<file path="src/rtl/seg_scan_hex.sv">
// Multiplexed hex seven-segment scanner with per-digit blank/blink/dp,
// global PWM brightness and frame-synchronised (tear-free) display updates.
// Ports:
//   sys_clk, sys_rst : clock, synchronous active-high reset
//   load             : one-cycle strobe capturing data/dp/blank/blink/brightness
//   data, dp         : hex nibble and decimal point per digit
//   blank, blink     : per-digit dark and blink enables
//   brightness       : global duty, lit phases 0..brightness of 16
//   seg_sel, seg_led : registered digit enables and segments {dp,g..a}
//   pending          : staged values waiting for the next frame boundary
//   frame_done       : high during the cycle that ends a scan frame
module seg_scan_hex #(
   parameter int NUM_DIGITS     = 6,
   parameter int PRE_DIV        = 3125,
   parameter int BLINK_FRAMES   = 256,
   parameter int SEL_ACTIVE_LOW = 1,
   parameter int SEG_ACTIVE_LOW = 1
) (
   input  logic                      sys_clk,
   input  logic                      sys_rst,
   input  logic                      load,
   input  logic [4*NUM_DIGITS-1:0]   data,
   input  logic [NUM_DIGITS-1:0]     dp,
   input  logic [NUM_DIGITS-1:0]     blank,
   input  logic [NUM_DIGITS-1:0]     blink,
   input  logic [3:0]                brightness,
   output logic [NUM_DIGITS-1:0]     seg_sel,
   output logic [7:0]                seg_led,
   output logic                      pending,
   output logic                      frame_done
);

   localparam int PW = $clog2(PRE_DIV);
   localparam int DW = (NUM_DIGITS > 1) ? $clog2(NUM_DIGITS) : 1;
   localparam int BW = (BLINK_FRAMES > 1) ? $clog2(BLINK_FRAMES) : 1;

   localparam logic [PW-1:0] PRE_LAST   = PW'(PRE_DIV - 1);
   localparam logic [DW-1:0] DIG_LAST   = DW'(NUM_DIGITS - 1);
   localparam logic [BW-1:0] BLINK_LAST = BW'(BLINK_FRAMES - 1);

   localparam logic [NUM_DIGITS-1:0] SEL_OFF = (SEL_ACTIVE_LOW != 0) ? '1 : '0;
   localparam logic [7:0]            LED_OFF = (SEG_ACTIVE_LOW != 0) ? '1 : '0;

   function automatic logic [6:0] hex7(input logic [3:0] v);
      logic [6:0] s;
      unique case (v)
         4'h0: s = 7'h3F;
         4'h1: s = 7'h06;
         4'h2: s = 7'h5B;
         4'h3: s = 7'h4F;
         4'h4: s = 7'h66;
         4'h5: s = 7'h6D;
         4'h6: s = 7'h7D;
         4'h7: s = 7'h07;
         4'h8: s = 7'h7F;
         4'h9: s = 7'h6F;
         4'hA: s = 7'h77;
         4'hB: s = 7'h7C;
         4'hC: s = 7'h39;
         4'hD: s = 7'h5E;
         4'hE: s = 7'h79;
         4'hF: s = 7'h71;
         default: s = 7'h00;
      endcase
      return s;
   endfunction

   logic [PW-1:0]           pre_cnt;
   logic [3:0]              phase;
   logic [DW-1:0]           dig;
   logic [BW-1:0]           blink_cnt;
   logic                    blink_on;

   logic [4*NUM_DIGITS-1:0] data_st, data_sh;
   logic [NUM_DIGITS-1:0]   dp_st, dp_sh;
   logic [NUM_DIGITS-1:0]   blank_st, blank_sh;
   logic [NUM_DIGITS-1:0]   blink_st, blink_sh;
   logic [3:0]              bright_st, bright_sh;

   logic                    phase_tick;
   logic                    digit_tick;
   logic                    frame_tick;
   logic                    lit;
   logic [3:0]              nib;
   logic [NUM_DIGITS-1:0]   sel_on;
   logic [7:0]              led_on;

   always_comb begin
      phase_tick = (pre_cnt == PRE_LAST);
      digit_tick = phase_tick && (phase == 4'hF);
      frame_tick = digit_tick && (dig == DIG_LAST);
      nib        = data_sh[4*int'(dig) +: 4];
      lit        = (phase <= bright_sh) && !blank_sh[dig]
                   && !(blink_sh[dig] && !blink_on);
      sel_on     = NUM_DIGITS'(1) << dig;
      led_on     = {dp_sh[dig], hex7(nib)};
   end

   assign frame_done = frame_tick;

   always_ff @(posedge sys_clk) begin
      if (sys_rst) begin
         pre_cnt   <= '0;
         phase     <= '0;
         dig       <= '0;
         blink_cnt <= '0;
         blink_on  <= 1'b1;
         pending   <= 1'b0;
         data_st   <= '0;
         dp_st     <= '0;
         blank_st  <= '1;
         blink_st  <= '0;
         bright_st <= 4'hF;
         data_sh   <= '0;
         dp_sh     <= '0;
         blank_sh  <= '1;
         blink_sh  <= '0;
         bright_sh <= 4'hF;
         seg_sel   <= SEL_OFF;
         seg_led   <= LED_OFF;
      end else begin
         pre_cnt <= phase_tick ? '0 : pre_cnt + 1'b1;
         if (phase_tick)
            phase <= phase + 1'b1;
         if (digit_tick)
            dig <= frame_tick ? '0 : dig + 1'b1;

         // Shadow only changes here, so a frame never mixes old and new data.
         if (frame_tick) begin
            if (blink_cnt == BLINK_LAST) begin
               blink_cnt <= '0;
               blink_on  <= ~blink_on;
            end else begin
               blink_cnt <= blink_cnt + 1'b1;
            end
            if (pending) begin
               data_sh   <= data_st;
               dp_sh     <= dp_st;
               blank_sh  <= blank_st;
               blink_sh  <= blink_st;
               bright_sh <= bright_st;
            end
         end

         // A load on the boundary cycle keeps pending set for the new staging.
         if (load) begin
            data_st   <= data;
            dp_st     <= dp;
            blank_st  <= blank;
            blink_st  <= blink;
            bright_st <= brightness;
            pending   <= 1'b1;
         end else if (frame_tick) begin
            pending   <= 1'b0;
         end

         seg_sel <= lit ? (sel_on ^ SEL_OFF) : SEL_OFF;
         seg_led <= lit ? (led_on ^ LED_OFF) : LED_OFF;
      end
   end

endmodule

</file>
<file path="config.mk">
export PLATFORM = sky130hd
export DESIGN_NAME = seg_scan_hex
export DESIGN_NICKNAME = d
export VERILOG_FILES = /design/src/rtl/seg_scan_hex.sv
export SDC_FILE = /design/constraint.sdc
export NUM_CORES = 1
export LEC_CHECK = 0
export ABC_CLOCK_PERIOD_IN_PS = 5300
export BUFFER_PORTS_ARGS = -buffer_cell sky130_fd_sc_hd__buf_2
export CORE_MARGIN = 2
export CORE_UTILIZATION = 55
export DETAILED_ROUTE_END_ITERATION = 16
export PLACE_DENSITY = 0.76
export SYNTH_ARGS = -nofsm -noshare
export SYNTH_HDL_FRONTEND = slang
export SYNTH_SLANG_ARGS = --single-unit
</file>
<file path="constraint.sdc">
create_clock -name sys_clk -period 5.3 [get_ports sys_clk]
set_input_delay 1.06 -clock sys_clk [delete_from_list [all_inputs] [get_ports sys_clk]]
set_output_delay 1.06 -clock sys_clk [all_outputs]
set_load 0.05 [all_outputs]
</file>
# After elaboration in Yosys (flattened, before gate mapping)
# Memories as Yosys holds them, arrays and structs flattened.
# Index checks and enable logic that the tools add are counted.
dict set report word_totals {
  reg_bits 135
  inputBits 49
  memories 1
  mem_bits_ro 112
  out_inout_bits 16
}
dict set report classes {
  n_lt_le_gt_ge 2
  n_eq_ne 4
  add_sub_neg 4
  reduce_logical 13
  shift 2
  n_mux 10
  bitwise 4
}
# name words word_bits read_ports rd_clocked_by_memory_dff wr line
set memory_table {}
lappend memory_table {{(name not given)} 16 7 1 0 0 46} ;# unique case (v)
# cell n
set op_table {}
lappend op_table {{$shiftx A24 B6 Y4} 1}
lappend op_table {{$add A12 B1 Y12 const B} 1}
lappend op_table {{$eq A12 B12 Y1 const B} 1}
lappend op_table {{$bmux W1 S3} 3}
lappend op_table {{$add A8 B1 Y8 const B} 1}
lappend op_table {{$eq A8 B8 Y1 const B} 1}
lappend op_table {{$mux W8} 1}
lappend op_table {{$not A8 Y8} 1}
lappend op_table {{$not A6 Y6} 1}
lappend op_table {{$shl A1 B3 Y6 const A} 1}
lappend op_table {{$logic_and A1 B1 Y1} 5}
lappend op_table {{$mux W1} 5}
lappend op_table {{$add A4 B1 Y4 const B} 1}
lappend op_table {{$eq A4 B4 Y1 const B} 1}
lappend op_table {{$le A4 B4 Y1} 1}
lappend op_table {{$lt A3 B4 Y1 const B} 1}
lappend op_table {{$reduce_and A2 Y1} 2}
lappend op_table {{$reduce_or A2 Y1} 2}
lappend op_table {{$add A3 B1 Y3 const B} 1}
lappend op_table {{$eq A3 B3 Y1 const B} 1}
lappend op_table {{$logic_not A1 Y1} 3}
lappend op_table {{$mux W3} 1}
lappend op_table {{$not A1 Y1} 2}
lappend op_table {{$reduce_bool A2 Y1} 1}

# Logic depth before layout (Yosys ltp)
# Gate-level depths: netlist of the first run.
dict set report depth {
  ltp_word 7
  mapped_depth 11
  depth_no_buf 8
}

# Worst setup path after synthesis of the first run
# Ideal clock, no wire load.
dict set report synth_path {
  path_kind {register -> output}
  startpoint {reg pre_cnt[8]}
  endpoint {out frame_done}
  t_arrival_ns 1.670
  path_stages_with_launch 5
  n_path_buf 0
  setup_slack_ns 2.570
  cell_sequence {dfxtp_1 -> or4b_4 -> nor3_4 -> nand3_1 -> inv_1}
}
dict set report synth_via {
  elab_chain_cells 3
}
# item line
set synth_lines {}
lappend synth_lines {{from (decl)} 68} ;# logic [PW-1:0] pre_cnt;
lappend synth_lines {{from (signal assigned)} 122} ;# pre_cnt <= phase_tick ? '0 : pre_cnt + 1'b1;
lappend synth_lines {{$eq A12 B12 Y1} 89} ;# phase_tick = (pre_cnt == PRE_LAST);
lappend synth_lines {{$logic_and A1 B1 Y1} 90} ;# digit_tick = phase_tick && (phase == 4'hF);
lappend synth_lines {{$logic_and A1 B1 Y1} 91} ;# frame_tick = digit_tick && (dig == DIG_LAST);
lappend synth_lines {{to (decl)} 30} ;# output logic frame_done
# No other way between the ends.

# Final worst setup path of the first run
dict set report layout_path {
  startpoint {reg dig[0]}
  endpoint {reg data_sh[15]}
}
dict set report layout_via {
  elab_chain_cells 3
}
# item line
set layout_lines {}
lappend layout_lines {{from (decl)} 70} ;# logic [DW-1:0] dig;
lappend layout_lines {{from (signal assigned)} 126} ;# dig <= frame_tick ? '0 : dig + 1'b1;
lappend layout_lines {{$eq A3 B3 Y1} 91}
lappend layout_lines {{$logic_and A1 B1 Y1} 91}
lappend layout_lines {{$reduce_and A2 Y1 (no line)} --}
lappend layout_lines {{to (signal assigned)} 137} ;# data_sh <= data_st;
lappend layout_lines {{to (decl)} 74} ;# logic [4*NUM_DIGITS-1:0] data_st, data_sh;
# No other way between the ends.
# A chain may end at the register's enable or synchronous reset.

==> impl_results.md, run 1 <==
* Cts hold-fix bufs at 0
* Final hold vios at 0
* Post-synth EDFFs at 0
* Worst-margin pin slew at 1.18 ns
* Non-Filler Instances at roughly 800
* Sequential share of the synthesized area at 48.4%
* # IOs at 65
* DRT Pass-1 Iters at 4
* Routed wl met3 at ~520 um
* Status: finished, final reports clean
* Final ANT Viol Nets at 0
* Post-DR vias/cell at 5.29
* Hold path depth at 2
* Pleak at 2.66 nW
* DP Area at 5930 um^2
* DRT met1 WL at 5250 um
* Iteration-0 DRC Markers at between 200 and 250
* Pint at 1.82 mW
* Clock Power Share at ~50%
* CP max stage delay at 0.90 ns
* Vias in the first global route at 4086
* Gate Count Post-Synth at 600
* Cts bufs inserted at 17
* Power Total at 2.29 mW
* Initial Util at approximately 57%
* Total die area at around 11000 um^2
* Syn avg cell area at 9.30 um^2
* Clock Tree Buf Depth at 2
* Maximum vdd drop at 0.000202 V
* Post-Syn Area at ~5600 um^2
* Pins Over Slew Limit at 0
* Syn Nets at about 670
* Placed Cells at 765
* First-pass GRT wire length at around 19000 um
* Reg power frac at 46.2%
* Count of cell types in the netlist at 44
* All-Layer GR Usage at 21.7%
* PortBufs at 64
* Top delay family on crit path: simple AND/OR/NAND/NOR gates
* Crit Path Category: flip-flop to flip-flop
* # H-tree levels at 4
* Minimum clock period at 3.64 ns
* Max layer used: met4
* Async set or reset register ratio after synthesis at 0%
* Die X at 105 um
* Largest net degree at the start of global routing at about 110
* Worst path required time at 5.74 ns
* Total clock sinks at approximately 140
* DR vias at 4211
* Worst Path Max Fanout at 19
* CTS tree: built
* Antenna diode instance count at 0
* R2R Setup Slk at 1.66 ns
* Crit-path cells: ha_1 > nand4_1 > nor4_2 > and2_1 > buf_4 > nand2_1 > a21oi_1
* Crit end category: flip-flop
* Slowest-stage cell, CP: dfxtp_1
* Crit path DAT at just over 4 ns
* Synth Flop Type: dfxtp_1
* CTS root buf: clkbuf_8
* Worst r2r dst: data_sh[15]
* PD cells at around 350 nW/um^2
* Synth warnings at 0
* Met2 wire length at 5290 um
* CTS resizes at 0
* Worst-path clk slew at around 0.06 ns
* Placer's final routability congestion estimate at 0.826
* FMAX at roughly 270 MHz
* Switching power at 0.469 mW
* Register-to-Register Path Depth at 7
* WHS at 0.447 ns
* Post-synthesis register bit count at 135
* Synth-to-Final Area Change at 16.6%
* CP bufs+invs at 1
* Max_slew headroom at a little over a fifth
* WL final at 11300 um
* Final global-route overflow total at 0
* Nets@finish at around 700
* Post-route DRC at 0
* Fin crit share at 68.7%
* Share of cells above drive strength 1 at between 15 and 20%
* MaxCap Viol Count at 0
* Clock skew at about 0.0084 ns
* Postcts setup bufs at 0
* Unrepaired setup endpoints after global routing: false
* Switch share at 20.5%
* Setup crit start kind: flip-flop
* Final Setup Violations at 0
* Worst r2r src: dig[0]
* Core ar. at 9820 um^2
* Final setup TNS at 0 ns
* Detailed Place HPWL at roughly 7400 um
* Die Span Y at around 100 um
* Worst Hold Class: flip-flop to flip-flop
* Number of core rows at 36
* Initial antenna violation count at 0
* Final instance area at between 6000 and 7000 um^2
* Worst skew pair latency at 0.53 ns
* Hold_sp: data_sh[22]
* Combinational power share at 3.7%
* Worst Hold Path EP: data_sh[22]
* Wire per inst at 14.1 um
## cell usage in the layout, fill, tap and decap left out, types with 7 or more instances in the layout
master       n
ha_1        19
nor2b_1     11
xnor2_1      9
a21oi_1     43
a211o_1     16
clkbuf_16   16
inv_1       17
buf_2       63
xor2_1      12
nand3_1     14
mux2i_1     45
nor2_1      72
nand3b_1     9
nand2_1    104
mux4_2       7
dfxtp_1    135
nand4_1      8
## how the worst max path moves through the flow
stage                          start     endpoint  slack (ns)  cells past startpoint
after floorplan           pre_cnt[8]   frame_done        2.57                      4
after global placement        dig[0]  blink_sh[5]        1.86                      7
after detailed placement      dig[0]  data_sh[19]        1.67                      7
after CTS                     dig[0]  data_sh[15]        1.67                      7
after global routing          dig[0]  data_sh[18]        1.31                      7
final                         dig[0]  data_sh[15]        1.66                      7
## flip-flops by register name, summed over array words and instances (netlist names)
name	count
seg_led	8
data_sh	24
dp_sh	6
blink_on	1
phase	4
blink_st	6
pending	1
blank_st	6
blank_sh	6
dig	3
blink_sh	6
pre_cnt	12
bright_sh	4
bright_st	4
seg_sel	6
blink_cnt	8
dp_st	6
data_st	24
## cell families (layout without fill, tap and decap cells)
kind of cell,after synthesis,in the layout,synth area share [%]
adders and majority gates,19,19,4.26
xor gates and xnor gates,21,21,3.30
DFF,135,135,48.4
buffers and inverters,54,117,4.28
muxes,54,54,11.3
and+or+nand+nor,240,240,19.7
AOI/OAI and AO/OA,77,77,8.72
## through the flow
stage	utilization [%]	setup slack, ns
final	66.3	1.66
after global routing	66.3	1.31
after CTS	66.3	1.67
after detailed placement	60.4	1.67
after global placement	60.4	1.86
after floorplan	-	2.57
## synthesized netlist by cell type (3+ instances only)
library cell	instances	area share, %
dfxtp_1	135	48
nand2_1	104	7.0
nor2_1	72	4.8
mux2i_1	45	8.1
a21oi_1	43	3.9
ha_1	19	4.3
inv_1	17	1.1
a211o_1	16	2.5
clkbuf_1	15	1.0
buf_2	14	1.3
nand3_1	14	1.3
xor2_1	12	1.9
nor2b_1	11	1.2
nand3b_1	9	1.2
xnor2_1	9	1.4
nand4_1	8	0.90
mux4_2	7	2.8
and3_1	4	0.45
buf_1	4	0.27
o211ai_1	3	0.40
o21ai_0	3	0.27
or2_2	3	0.34
## power by group through the flow
stage	logic, mW	clock network (mW)	registers (mW)
2_1_floorplan	0.0563	0	1.07
3_3_place_gp	0.0814	0	1.08
3_5_place_dp	0.0845	0	1.08
4_1_cts	0.0852	1.16	1.06
5_1_grt	0.0946	1.21	1.06
6_report	0.0839	1.15	1.06
## final cells by class
type / instances / area, um^2
clock buffer: 23 / 457
clock inverter: 8 / 123
fill: 804 / 3310
inverter: 18 / 67.6
multi-input combinational: 411 / 2640
sequential: 135 / 2700
tap: 133 / 166
timing repair buffer: 68 / 353
## per-layer routing
layer,vias to the layer above,GRT usage [%]
met5,-,0
met4,0,8.67
met3,19,6.11
met2,98,34.3
met1,1962,28.2
li1,2132,-
## worst reg2reg max path, delay by kind of cell, from the launching register on
| kind | cells | cell delay (ns) |
|---|---|---|
| AOI/OAI and AO/OA | 1 | 0.16 |
| adders and majority gates | 1 | 0.44 |
| buffers and inverters | 1 | 0.36 |
| DFF | 1 | 0.90 |
| and+or+nand+nor | 4 | 1.69 |
Note: power is estimated with default switching activity, not from simulation.
==> inputs of run 2 (changes only) <==
==> config.mk (replaced) <==
export PLATFORM = sky130hd
export DESIGN_NAME = seg_scan_hex
export DESIGN_NICKNAME = d
export VERILOG_FILES = /design/src/rtl/seg_scan_hex.sv
export SDC_FILE = /design/constraint.sdc
export NUM_CORES = 1
export LEC_CHECK = 0
export ABC_CLOCK_PERIOD_IN_PS = 3100
export BUFFER_PORTS_ARGS = -buffer_cell sky130_fd_sc_hd__buf_2
export CORE_MARGIN = 2
export CORE_UTILIZATION = 52
export DETAILED_ROUTE_END_ITERATION = 16
export PLACE_DENSITY = 0.75
export SYNTH_ARGS = -nofsm -noshare
export SYNTH_HDL_FRONTEND = slang
export SYNTH_SLANG_ARGS = --single-unit
==> constraint.sdc (replaced) <==
create_clock -name sys_clk -period 3.1 [get_ports sys_clk]
set_input_delay 0.62 -clock sys_clk [delete_from_list [all_inputs] [get_ports sys_clk]]
set_output_delay 0.62 -clock sys_clk [all_outputs]
set_load 0.05 [all_outputs]
==> impl_results.md, run 2 (synthesis results as in run 1) <==
* Unrepaired setup endpoints after global routing: false
* Worst path required time at 2.48 ns (-3.26 ns)
* Final hold vios at 0 (unchanged)
* Final setup TNS at 0 ns (unchanged)
* Detailed Place HPWL at 7770 um (+5.0%)
* Worst r2r dst: seg_led[6]
* Worst Hold Path EP: bright_st[3]
* Footprint of the multi-input gates at 2640 um^2 (unchanged)
* Initial Util at 53.8% (-3.0 points)
* MaxCap Viol Count at 0 (unchanged)
* CTS resizes at 0 (unchanged)
* DP Area at 5990 um^2 (+1.0%)
* Vias in the first global route at 4202 (+2.8%)
* Worst-margin pin slew at 0.704 ns (-0.478 ns)
* Die Span Y at 108 um (+2.7%)
* Initial antenna violation count at 0 (unchanged)
* Final Setup Violations at 0 (unchanged)
* Worst Hold Class: primary input to flip-flop
* Status: finished, final reports clean
* Total clock sinks at 135 (unchanged)
* Total die area at 11600 um^2 (+5.5%)
* DR vias at 4289 (+1.9%)
* Die X at 108 um (+2.7%)
* Clock Tree Buf Depth at 2 (unchanged)
* Pleak at 2.71 nW (+1.8%)
* # H-tree levels at 4 (unchanged)
* Clock skew at 0.00741 ns (-0.00103 ns)
* Core ar. at 10400 um^2 (+5.6%)
* Post-route DRC at 0 (unchanged)
* Post-DR vias/cell at 5.32 (+0.59%)
* Minimum clock period at 2.92 ns
* Top Registers: data_sh: 24 flops, data_st: 24 flops, pre_cnt: 12 flops
* Most frequent cells in the layout: dfxtp_1, nand2_1, nor2_1
* Core Util, Final at 63.7% (-2.6 points)
* Placer's final routability congestion estimate at 0.839 (+1.5%)
* CTS tree: built
* # IOs at 65 (unchanged)
* Largest net degree at the start of global routing at 58 (-47%)
* Reg power frac at 44.9% (-1.3 points)
* Share of cells above drive strength 1 at 18.5% (+1.3 points)
* Antenna diode instance count at 0 (unchanged)
* Commonest non-fill, non-tap cell in the layout: dfxtp_1
* Switch share at 21.4% (+0.88 points)
* Switching power at 0.861 mW (+83%)
* WL final at 11500 um (+1.9%)
* Final WS setup at 0.184 ns (-1.48 ns)
* Filler Cell Count at 852 (+6.0%)
* Power Total at 4.02 mW (+76%)
* Cts hold-fix bufs at 0 (unchanged)
* Dpl ws at 0.626 ns (-1.05 ns)
* FMAX at 343 MHz
* Crit Path Category: flip-flop to output port
* CTS root buf: clkbuf_8
* WHS at 0.284 ns (-0.163 ns)
* Max_slew headroom at 52.6% (+32 points)
* Worst Path Max Fanout at 7 (-12)
* PortBufs at 64 (unchanged)
* DRT Pass-1 Iters at 5 (+1)
* Wire per inst at 14.2 um (+0.67%)
* Cts bufs inserted at 17 (unchanged)
* Hold path depth at 2 (unchanged)
* Pint at 3.16 mW (+74%)
* Clock Power Share at 51.5% (+1.4 points)
* Fin crit share at 94.1%
* Register-to-Register Path Depth at 6 (-1)
* Final global-route overflow total at 0 (unchanged)
* Postcts setup bufs at 0 (unchanged)
* Pins Over Slew Limit at 0 (unchanged)
* Setup crit start kind: flip-flop
* Non-Filler Instances at 806 (+1.3%)
* Reg area at 2700 um^2 (unchanged)
* PD cells at 609 nW/um^2 (+73%)
* Worst skew pair latency at 0.53 ns (about the same)
* Placed Cells at 774 (+1.2%)
* Iteration-0 DRC Markers at 169 (-23%)
* Synth-to-Final Area Change at 18.4%
* Combinational power share at 3.6% (about the same)
* Nets@finish at 725 (+0.83%)
* Crit end category: output port
* First-pass GRT wire length at 19300 um (+0.83%)
* Worst r2r src: dig[1]
* Worst-path clk slew at 0.06 ns (about the same)
* Number of core rows at 37 (+2.8%)
* R2R Setup Slk at 0.61 ns (-1.05 ns)
* All-Layer GR Usage at 21.5% (-0.20 points)
* Crit path DAT at 2.30 ns (-1.78 ns)
* Maximum vdd drop at 0.000430 V (+110%)
* Hold_sp: brightness[3]
* Final ANT Viol Nets at 0 (unchanged)
* Final instance area at 6610 um^2 (+1.5%)
## run 2: worst max path at each step
stage	to	from	cells past startpoint	slack [ns]
after floorplan	frame_done	pre_cnt[8]	4	0.81
after global placement	seg_led[3]	dig[1]	8	0.74
after detailed placement	seg_led[5]	dig[1]	6	0.63
after CTS	frame_done	pre_cnt[8]	5	0.15
after global routing	frame_done	dig[1]	6	0.07
final	frame_done	pre_cnt[8]	5	0.18
## run 2: worst max-delay path: stages, from the launching register on
cell	delay, ns
dfxtp_1	0.36
or4b_4	0.58
nor3_4	0.34
nand3_1	0.16
inv_1	0.07
buf_2	0.25
## run 2: power by group through the flow
stage | clock [mW] | combinational, mW | sequential (mW)
after detailed placement | 0 | 0.149 | 1.84
after global placement | 0 | 0.143 | 1.84
after global routing | 2.20 | 0.164 | 1.81
after CTS | 2.11 | 0.149 | 1.80
final | 2.07 | 0.146 | 1.80
after floorplan | 0 | 0.0963 | 1.83
## run 2: layout make-up
type	count	area share [%]
Clock inverter	14	3.01
Tap cell	136	2.58
Timing Repair Buffer	74	6.21
Clock buffer	18	6.33
Sequential cell	135	40.9
Multi-Input combinational cell	411	39.9
Inverter	18	1.02
## run 2: layer usage
| metal | track usage (%) | up-vias | wire [um] |
|---|---|---|---|
| met5 | 0 | - | 0 |
| met4 | 9.25 | 0 | 190 |
| met3 | 6.60 | 22 | 588 |
| met2 | 35.2 | 111 | 5520 |
| met1 | 26.1 | 2011 | 5180 |
| li1 | - | 2145 | - |
